## src/rtl/isa_bus_initiator.sv

```systemverilog
// ============================================================================
// isa_bus_initiator
//
// CPU-side ISA bus master. Runs one 8-bit I/O or memory cycle at a time
// toward the video adapter and returns a one-cycle response pulse.
//
// Cycle shape (one clk domain):
//   IDLE -> SETUP (address/AEN stable, strobes high)
//        -> STROBE (selected strobe low, minimum width)
//        -> WAIT   (strobe stays low while the card holds bus_rdy low)
//        -> HOLD   (strobe high, address/data/AEN held)
//        -> RESP   (rsp_valid pulse, AEN released) -> IDLE
//
// Parameters:
//   SETUP_CYCLES  - cycles address/AEN settle before the strobe falls (min 1)
//   STROBE_CYCLES - minimum strobe-low cycles before bus_rdy matters (min 1)
//   HOLD_CYCLES   - cycles address/data held after the strobe rises (min 1)
//   RDY_TIMEOUT   - WAIT cycles before abort (only with ISA_RDY_TIMEOUT_EN)
//
// Optional feature macro: ISA_RDY_TIMEOUT_EN
//   defined   - a stuck bus_rdy aborts the cycle after RDY_TIMEOUT WAIT
//               cycles; rsp_err=1 and reads return 8'hFF.
//   undefined - WAIT lasts indefinitely and rsp_err is tied 0.
//
// Ports:
//   clk, reset_l            clock, asynchronous active-low reset
//   req_valid/req_ready     request handshake (ready only in IDLE)
//   req_write, req_mem      cycle type: {mem, write} selects the strobe
//   req_addr, req_wdata     target address and write data
//   rsp_valid               one-cycle completion pulse
//   rsp_rdata, rsp_err      read data, timeout flag
//   busy                    high whenever a cycle is in progress
//   bus_a, bus_d, bus_aen   ISA address, write data, address enable
//   bus_ior_l .. bus_memw_l active-low strobes (registered, glitch-free)
//   bus_out, bus_dir        card read data and its drive indication
//   bus_rdy                 0 = card requests a wait state
// ============================================================================
module isa_bus_initiator #(
    parameter int SETUP_CYCLES  = 1,
    parameter int STROBE_CYCLES = 4,
    parameter int HOLD_CYCLES   = 1,
    parameter int RDY_TIMEOUT   = 255
) (
    input  logic        clk,
    input  logic        reset_l,
    input  logic        req_valid,
    output logic        req_ready,
    input  logic        req_write,
    input  logic        req_mem,
    input  logic [14:0] req_addr,
    input  logic [7:0]  req_wdata,
    output logic        rsp_valid,
    output logic [7:0]  rsp_rdata,
    output logic        rsp_err,
    output logic        busy,
    output logic [14:0] bus_a,
    output logic        bus_ior_l,
    output logic        bus_iow_l,
    output logic        bus_memr_l,
    output logic        bus_memw_l,
    output logic [7:0]  bus_d,
    output logic        bus_aen,
    input  logic [7:0]  bus_out,
    input  logic        bus_dir,
    input  logic        bus_rdy
);

    // Zero-length phases are stretched to one cycle.
    localparam int SETUP_N  = (SETUP_CYCLES  < 1) ? 1 : SETUP_CYCLES;
    localparam int STROBE_N = (STROBE_CYCLES < 1) ? 1 : STROBE_CYCLES;
    localparam int HOLD_N   = (HOLD_CYCLES   < 1) ? 1 : HOLD_CYCLES;

    localparam logic [31:0] SETUP_LAST  = 32'(SETUP_N - 1);
    localparam logic [31:0] STROBE_LAST = 32'(STROBE_N - 1);
    localparam logic [31:0] HOLD_LAST   = 32'(HOLD_N - 1);

`ifdef ISA_RDY_TIMEOUT_EN
    localparam int          TIMEOUT_N    = (RDY_TIMEOUT < 1) ? 1 : RDY_TIMEOUT;
    localparam logic [31:0] TIMEOUT_LAST = 32'(TIMEOUT_N - 1);
`endif

    typedef enum logic [2:0] {
        S_IDLE,
        S_SETUP,
        S_STROBE,
        S_WAIT,
        S_HOLD,
        S_RESP
    } state_t;

    state_t      state;
    state_t      next_state;
    logic [31:0] phase_cnt;   // cycles spent in the current state
    logic        write_q;
    logic        mem_q;
    logic        accept;
    logic        sample;      // capture read data on this edge
    logic        abort;       // WAIT timed out on this edge
    logic        strobe_on;
    logic        aen_on;

    assign req_ready = (state == S_IDLE);
    assign busy      = (state != S_IDLE);
    assign accept    = req_ready && req_valid;

    // NOTE: every signal driven here gets a default first, so no path
    // through the case leaves it unassigned and no latch is inferred.
    always_comb begin
        next_state = state;
        sample     = 1'b0;
        abort      = 1'b0;
        case (state)
            S_IDLE: begin
                if (req_valid) next_state = S_SETUP;
            end
            S_SETUP: begin
                if (phase_cnt == SETUP_LAST) next_state = S_STROBE;
            end
            S_STROBE: begin
                // bus_rdy only matters on the last minimum-width cycle.
                if (phase_cnt == STROBE_LAST) begin
                    if (bus_rdy) begin
                        sample     = 1'b1;
                        next_state = S_HOLD;
                    end else begin
                        next_state = S_WAIT;
                    end
                end
            end
            S_WAIT: begin
                if (bus_rdy) begin
                    sample     = 1'b1;
                    next_state = S_HOLD;
                end
`ifdef ISA_RDY_TIMEOUT_EN
                else if (phase_cnt == TIMEOUT_LAST) begin
                    abort      = 1'b1;
                    next_state = S_HOLD;
                end
`endif
            end
            S_HOLD: begin
                if (phase_cnt == HOLD_LAST) next_state = S_RESP;
            end
            S_RESP: begin
                next_state = S_IDLE;
            end
            default: begin
                next_state = S_IDLE;
            end
        endcase
    end

    // Bus outputs are registered from the next state so they change only
    // at clock edges and line up with the state they belong to.
    assign strobe_on = (next_state == S_STROBE) || (next_state == S_WAIT);
    assign aen_on    = (next_state == S_SETUP) || (next_state == S_STROBE) ||
                       (next_state == S_WAIT)  || (next_state == S_HOLD);

    // NOTE: all state here uses non-blocking assignments so every register
    // sees the pre-edge values of the others regardless of statement order.
    // NOTE: every register has an explicit reset value; the async reset
    // drives strobes and AEN inactive immediately, without waiting for clk.
    always_ff @(posedge clk or negedge reset_l) begin
        if (!reset_l) begin
            state      <= S_IDLE;
            phase_cnt  <= '0;
            write_q    <= 1'b0;
            mem_q      <= 1'b0;
            bus_a      <= '0;
            bus_d      <= '0;
            bus_aen    <= 1'b1;
            bus_ior_l  <= 1'b1;
            bus_iow_l  <= 1'b1;
            bus_memr_l <= 1'b1;
            bus_memw_l <= 1'b1;
            rsp_valid  <= 1'b0;
            rsp_rdata  <= '0;
        end else begin
            state     <= next_state;
            phase_cnt <= (next_state != state) ? '0 : phase_cnt + 32'd1;

            if (accept) begin
                write_q <= req_write;
                mem_q   <= req_mem;
                bus_a   <= req_addr;
                bus_d   <= req_wdata;
            end

            bus_aen    <= !aen_on;
            bus_ior_l  <= !(strobe_on && !mem_q && !write_q);
            bus_iow_l  <= !(strobe_on && !mem_q &&  write_q);
            bus_memr_l <= !(strobe_on &&  mem_q && !write_q);
            bus_memw_l <= !(strobe_on &&  mem_q &&  write_q);

            rsp_valid <= (next_state == S_RESP);

            // Writes leave rsp_rdata untouched; an undriven bus reads 8'hFF.
            if (!write_q) begin
                if (sample)     rsp_rdata <= bus_dir ? bus_out : 8'hFF;
                else if (abort) rsp_rdata <= 8'hFF;
            end
        end
    end

`ifdef ISA_RDY_TIMEOUT_EN
    logic err_q;

    always_ff @(posedge clk or negedge reset_l) begin
        if (!reset_l) begin
            err_q <= 1'b0;
        end else if (accept) begin
            err_q <= 1'b0;
        end else if (abort) begin
            err_q <= 1'b1;
        end
    end

    assign rsp_err = err_q;
`else
    logic unused_rdy_timeout;

    assign rsp_err            = 1'b0;
    assign unused_rdy_timeout = (RDY_TIMEOUT != 0);
`endif

endmodule
```

## config.mk

```make
export PLATFORM = sky130hd
export DESIGN_NAME = isa_bus_initiator
export DESIGN_NICKNAME = d
export VERILOG_FILES = /design/src/rtl/isa_bus_initiator.sv
export SDC_FILE = /design/constraint.sdc
export NUM_CORES = 1
export LEC_CHECK = 0
export ABC_AREA = 1
export BUFFER_PORTS_ARGS = -buffer_cell sky130_fd_sc_hd__buf_2
export CAP_MARGIN = 20
export CORE_UTILIZATION = 60
export DETAILED_ROUTE_END_ITERATION = 8
export GPL_ROUTABILITY_DRIVEN = 0
export HOLD_SLACK_MARGIN = 0.15
export PLACE_DENSITY = 0.83
export SLEW_MARGIN = 5
export SYNTH_ARGS = -nofsm -noshare
export SYNTH_HDL_FRONTEND = slang
export SYNTH_SLANG_ARGS = --single-unit
```

## constraint.sdc

```tcl
create_clock -name clk -period 4.6 [get_ports clk]
set_clock_uncertainty 0.2 [all_clocks]
set_input_delay 0.46 -clock clk [delete_from_list [all_inputs] [get_ports clk]]
set_output_delay 0.46 -clock clk [all_outputs]
set_load 0.05 [all_outputs]
```

# Yosys cells after proc, flatten, opt, wreduce, memory -nomap -nowiden

Index checks and enable logic that the tools add are counted.

Muxes and demuxes: 12
Multipliers: 0
Divide/modulo/power cells: 0
Bitwise gates (word level): 1
Shift operators: 0
Reduce and logical (&&, ||, !) cells: 22
Order comparisons: 0
Add/subtract/negate cells: 1
Eq/ne operators: 11

Operator list:

| operator                                       | number |
|---|---|
| adder 32 x 1 -> 32 bit, second input constant  | 1 |
| == test 32 x 2 -> 1 bit, second input constant | 1 |
| zero test 32 bit                               | 1 |
| 2-to-1 mux 32 bit                              | 1 |
| 2-to-1 mux 3 bit                               | 6 |
| case mux 3 bit (5 select lines)                | 1 |
| == test 3 x 2 -> 1 bit, second input constant  | 4 |
| == test 3 bit, second input constant           | 3 |
| 2-to-1 mux 8 bit                               | 1 |
| logical AND 1 bit                              | 7 |
| zero test 1 bit                                | 7 |
| == test 3 x 1 -> 1 bit, second input constant  | 2 |
| logical OR 1 bit                               | 4 |
| zero test 3 bit                                | 1 |
| != test 3 bit                                  | 1 |
| nonzero test 3 bit                             | 1 |
| 2-to-1 mux 1 bit                               | 2 |
| case mux 1 bit (2 select lines)                | 1 |
| AND reduction 2 bit                            | 1 |
| inverter 1 bit                                 | 1 |

Latch bits: 0
Memories: 0
RAM bits: 0
Bits in read-only memories: 0
Register bits: 74
Bits of input ports: 38
Word-level logic and storage cells: 60

# Logic depth before layout (Yosys ltp)

Depth after elaboration: 8
Mapped depth: 13
Depth with buffers taken out: 12

# Least setup slack after synthesis

OpenSTA, ideal clock, no wires.

Kind: register -> register
From: register state[1]
To: register phase_cnt[6]
Setup time: 0.068 ns
Cell stages (with the launch flop): 13
Required time: 4.332 ns
Period minus slack after synthesis: 2.011 ns
Arrival: 1.743 ns
Slack: 2.589 ns
Cell sequence: dfrtp_1 nor2_1 inv_2 nor2_4 nand2_4 nand2_2 inv_2 nand4_2 nand2_2 nand2_2 nand2_4 buf_12 nor2_4

Cells in the longest elaborated chain, start to end: 4
Elaborated cells on any way between the ends: 13
Those cells by class: eq/ne: 5; mux: 7; reduce/logical: 1

Ends and longest elaborated chain:

| item                            | line | RTL |
|---|---|---|
| start, declared                 | 91   | `state_t state;` |
| start signal, assigned          | 180  | `state <= next_state;` |
| zero test 3 bit                 | n/a  |  |
| via req_ready                   | 47   | `output logic req_ready,` |
| case mux 3 bit (5 select lines) | 112  | `case (state)` |
| via next_state[0]               | 92   | `state_t next_state;` |
| != test 3 bit                   | 181  | `phase_cnt <= (next_state != state) ? '0 : phase_cnt + 32'd1;` |
| 2-to-1 mux 32 bit               | 181  |  |
| end signal, assigned            | 181  |  |
| end, declared                   | 93   | `logic [31:0] phase_cnt;` |

The timed path passes the listed nets, and every way through them passes these cells.
A chain may end at the register's enable or synchronous reset.

# Worst setup path in the final report

From: register state[0]
To: register phase_cnt[0]

Cells in the longest elaborated chain, start to end: 4
Elaborated cells on any way between the ends: 13
Those cells by class: eq/ne: 5; mux: 7; reduce/logical: 1

Ends and longest elaborated chain:

| item                                        | line |
|---|---|
| == test 3 bit, or another cell as far along | 112 |
| case mux 3 bit (5 select lines)             | 112 |
| != test 3 bit (*)                           | 181 |
| 2-to-1 mux 32 bit (*)                       | 181 |

Mark *: on every way between the ends. The rest lies on a longest branch, timed or not.

==> results.md <==
Setup path:
- The endpoint identified for the worst register-to-register timing path is phase_cnt[0]$_DFF_PN0_.
- The worst setup path is of the flop to flop kind.
- The type of element launching the critical path is a flop.
- STA classifies the critical path endpoint as a flop.
- The logic depth of the worst register-to-register path is 10.
- The register-to-register setup slack is 1.95 ns.
- STA puts the critical path data arrival time at 2.65 ns.
- The highest fanout seen on the critical path is 32.
- The critical path required time is 4.60 ns.
- The launch point of the worst reg-to-reg path is state[0]$_DFF_PN0_.

Clock network:
- At the later pin of the worst-skew pair, clock insertion delay measures 0.36 ns.
- The depth of the CTS H-tree is 3.
- The clock transition at the registers of the reported paths is 0.09 ns.
- The clock sink total is 74.
- The number of gates resized after cts is 0.
- Counting the buffers created by CTS gives 9.
- The cell chosen for the clock root is sky130_fd_sc_hd__clkbuf_8.
- TritonCTS built the clock tree.
- Counting along the longest clock path gives a buffer depth of 2.

Synthesis:
- By area the synthesized netlist is led by sky130_fd_sc_hd__dfrtp_1 (43%), sky130_fd_sc_hd__nor2_4 (10%), sky130_fd_sc_hd__mux2_2 (6.5%).
- Synthesis produced a netlist with a net count of 432.
- For this run, the leading register cell type out of synthesis is sky130_fd_sc_hd__dfrtp_1.
- The distinct cell type count of the synthesized netlist is 34.
- For this run, asynchronously set or reset flops after synthesis account for 100%.
- The biggest area consumer among synthesized cells is sky130_fd_sc_hd__dfrtp_1.
- The synthesized netlist cell count is 392.
- The sequential cell area fraction in the yosys report is 46.8%.
- A synthesized cell averages 10.1 sq um.
- The area share of the largest cell type after synthesis is 43.5%.
- The total of warnings raised by yosys is 0.
- The cell area that synthesis handed to floorplanning was 0.00397 sq mm.
- Synthesis inferred 74 register bits.
- The number of enable flip-flop cells after synthesis is 0.

Pwr:
- The power density over the cells is 629 mW/mm^2.
- The peak ir drop on the vdd network is 672 uV.
- The analysis attributes to cell leakage a power of 0.00204 uW.

Floorplan:
- The die is 83.3 um tall.
- The die is 83.3 um wide.
- The total core area is 0.00639 sq mm.
- The count of standard-cell rows is 29.
- The boundary pin count is 78.
- The initial standard-cell utilization of the core is 62.2%.
- The die footprint is 0.00695 sq mm.

Run:
- Max-cap violations in this run came to 0.

Route:
- The pre-antenna-repair detailed-routing pass consisted of 4 iterations.
- The number of DRC markers after the initial detailed-route iteration is 175.
- For this run, design rule violations remaining after detail routing come to 0.
- Once detail routing completed, the nets flagged for antenna violations numbered 0.
- After detailed routing, the total wire length is 8480 um.
- In the routed layout, each cell is associated on average with a via count of 5.31.
- After detailed routing, the average wire length per cell comes to 14.8 um.
- The number of vias after detailed routing is 3055.

Status:
- The run finished with clean final reports.

Placement:
- The detailed placer's ending HPWL is 5550 um.
- After detailed placement, the total cell area comes to 0.00436 sq mm.
- The total instance count after detailed placement is 537.
- In this run the tool buffered the top-level ports with 76 buffer cells.

GRT:
- The number of global-route vias before repair is 3105.
- The largest net degree at the start of global routing is 44.
- After global routing the overflow that remains totals 0.
- The number of antenna violations at the first check in global routing came to 0.
- The total global routing track utilization is 27.0%.
- The first global-routing pass estimated 14500 um of wire.

Cells and area:
- The signed area change from the synthesized netlist to the final layout is 20.1%.
- For this run, the number of standard cells in the final layout without fillers is 575.
- Leaving out fill and tap cells, the most frequent cells in the layout are sky130_fd_sc_hd__buf_2 (76), sky130_fd_sc_hd__dfrtp_1 (69), sky130_fd_sc_hd__nand2_1 (56).
- At the end of the flow, the number of nets in the layout was 533.
- The library cell used most frequently in the layout, excluding fill and tap cells, is sky130_fd_sc_hd__buf_2.
- 0 antenna diodes ended up in the layout.
- With fillers left out, the area of the finished cells amounts to 0.00477 sq mm.
- The fraction of layout instances using a drive strength above 1 is 38.2%.

Worst hold path:
- The worst hold path passes through 2 cells.
- The worst min-delay path startpoint is req_addr[11].
- The sink of the worst hold path is bus_a[11]$_DFFE_PN0P_.
- The min-delay analysis places its worst path in the category input pin to flop.

Timing:
- The final hold violation count is 0.
- For the finished layout, the period the worst path requires is 2.65 ns.
- The headroom to the max-slew limit is 39.3%.
- The actual slew at the worst max-slew pin is 0.910 ns.
- The final number of max-transition violations was 0.
- Hold timing on the final database bottoms out at a slack of 0.158 ns.
- Setup violations remaining at the end of the flow were counted as 0.
- Setup repair after global routing left no endpoint under its margin.
- The sum of negative setup slack is 0 ns.
- The timing-limited maximum frequency is 0.378 GHz.
- After layout, the worst path uses 57.5% of the clock period.
-- final cells by class --
cell class              count  area [sq um]
multi-input cells         275          1890
clock inverters             6          65.1
inverters                  34           128
well taps                  77          96.3
fillers                   438          1620
repair buffers             99           608
clock buffers              10           128
flip-flops and latches     74          1860
-- registers in the layout (all words and copies together), names as in the netlist --
| signal | cells |
|---|---|
| state | 3 |
| bus_d | 8 |
| rsp_valid | 1 |
| bus_ior_l | 1 |
| write_q | 1 |
| rsp_rdata | 8 |
| mem_q | 1 |
| phase_cnt | 32 |
| bus_a | 15 |
| bus_aen | 1 |
| bus_memw_l | 1 |
| bus_iow_l | 1 |
| bus_memr_l | 1 |
-- routing by layer --
layer  vias up  global-route usage [%]  wire (um)
li1       1459                       -          -
met1      1451                    32.8       3500
met2       119                    46.3       4370
met3        26                    4.27        358
met4         0                    13.9        259
met5         -                       0          0
-- power breakdown --
part	switching (uW)	total, uW	internal, uW
clock network	251	503	252
registers	111	954	843
logic	1170	1540	372
total	1530	3000	1470
-- metrics by stage --
| step | total power, uW | worst slack (ns) | util, % |
|---|---|---|---|
| 2_1_floorplan | 2280 | 2.59 | - |
| 3_3_place_gp | 2420 | 2.18 | 68.2 |
| 3_5_place_dp | 2470 | 2.01 | 68.2 |
| 4_1_cts | 2990 | 2.00 | 74.7 |
| 5_1_grt | 3130 | 1.74 | 74.7 |
| 6_report | 3000 | 1.95 | 74.7 |
-- Yosys cell counts, types with 3 or more instances --
library cell and count:
sky130_fd_sc_hd__dfrtp_1 69, sky130_fd_sc_hd__nand2_1 56, sky130_fd_sc_hd__nor2_1 45, sky130_fd_sc_hd__nor2_4 36, sky130_fd_sc_hd__inv_1 28, sky130_fd_sc_hd__mux2_2 23
sky130_fd_sc_hd__nor3_1 21, sky130_fd_sc_hd__xor2_1 15, sky130_fd_sc_hd__xnor2_1 13, sky130_fd_sc_hd__nand3_1 11, sky130_fd_sc_hd__nand4_1 9, sky130_fd_sc_hd__o21ai_1 8
sky130_fd_sc_hd__nand2_2 7, sky130_fd_sc_hd__inv_2 6, sky130_fd_sc_hd__dfstp_2 5, sky130_fd_sc_hd__buf_2 4, sky130_fd_sc_hd__nand3_2 4, sky130_fd_sc_hd__nor2_2 4
sky130_fd_sc_hd__nor4_1 4, sky130_fd_sc_hd__buf_12 3, sky130_fd_sc_hd__nand2_4 3, sky130_fd_sc_hd__nor3_2 3
-- logic make-up (layout without fill, tap and decap cells) --
family                   count (synthesis)  count (layout)  synth area share, %
AO/OA/AOI/OAI                           13              13                 2.14
XOR/XNOR                                28              28                 6.18
adder cells (fa/ha/maj)                  2               2                0.630
buffers and inverters                   43             149                 5.70
flip-flops                              74              74                 46.8
multiplexers                            23              23                 6.52
other                                    1               1               0.0945
AND/OR/NAND/NOR                        208             208                 31.9
-- critical path, cell delays in order (launching register included) --
cell,delay (ns)
sky130_fd_sc_hd__dfrtp_1,0.46
sky130_fd_sc_hd__nor2_1,0.20
sky130_fd_sc_hd__inv_2,0.09
sky130_fd_sc_hd__nor2_4,0.14
sky130_fd_sc_hd__nand2_4,0.24
sky130_fd_sc_hd__nand2_2,0.16
sky130_fd_sc_hd__nor2_1,0.06
sky130_fd_sc_hd__nand4_1,0.08
sky130_fd_sc_hd__nand2_2,0.07
sky130_fd_sc_hd__nand2_4,0.65
sky130_fd_sc_hd__nor2_1,0.10
-- timing repair --
action / in CTS / in global routing
hold buffers: 22 / 0
buffers inserted: 0 / 0
setup endpoints to repair: 0 / 0
endpoints found under the hold margin: 52 / 0
-- worst max-delay path by stage --
stage,start,endpoint,slack (ns),cells past startpoint
2_1_floorplan,state[1]$_DFF_PN0_,phase_cnt[6]$_DFF_PN0_,2.59,12
3_3_place_gp,state[1]$_DFF_PN0_,phase_cnt[0]$_DFF_PN0_,2.18,11
3_5_place_dp,state[1]$_DFF_PN0_,phase_cnt[0]$_DFF_PN0_,2.01,10
4_1_cts,state[1]$_DFF_PN0_,phase_cnt[0]$_DFF_PN0_,2.00,10
5_1_grt,state[0]$_DFF_PN0_,phase_cnt[0]$_DFF_PN0_,1.74,10
6_report,state[0]$_DFF_PN0_,phase_cnt[0]$_DFF_PN0_,1.95,10
Note: power is estimated with default switching activity, not from simulation.
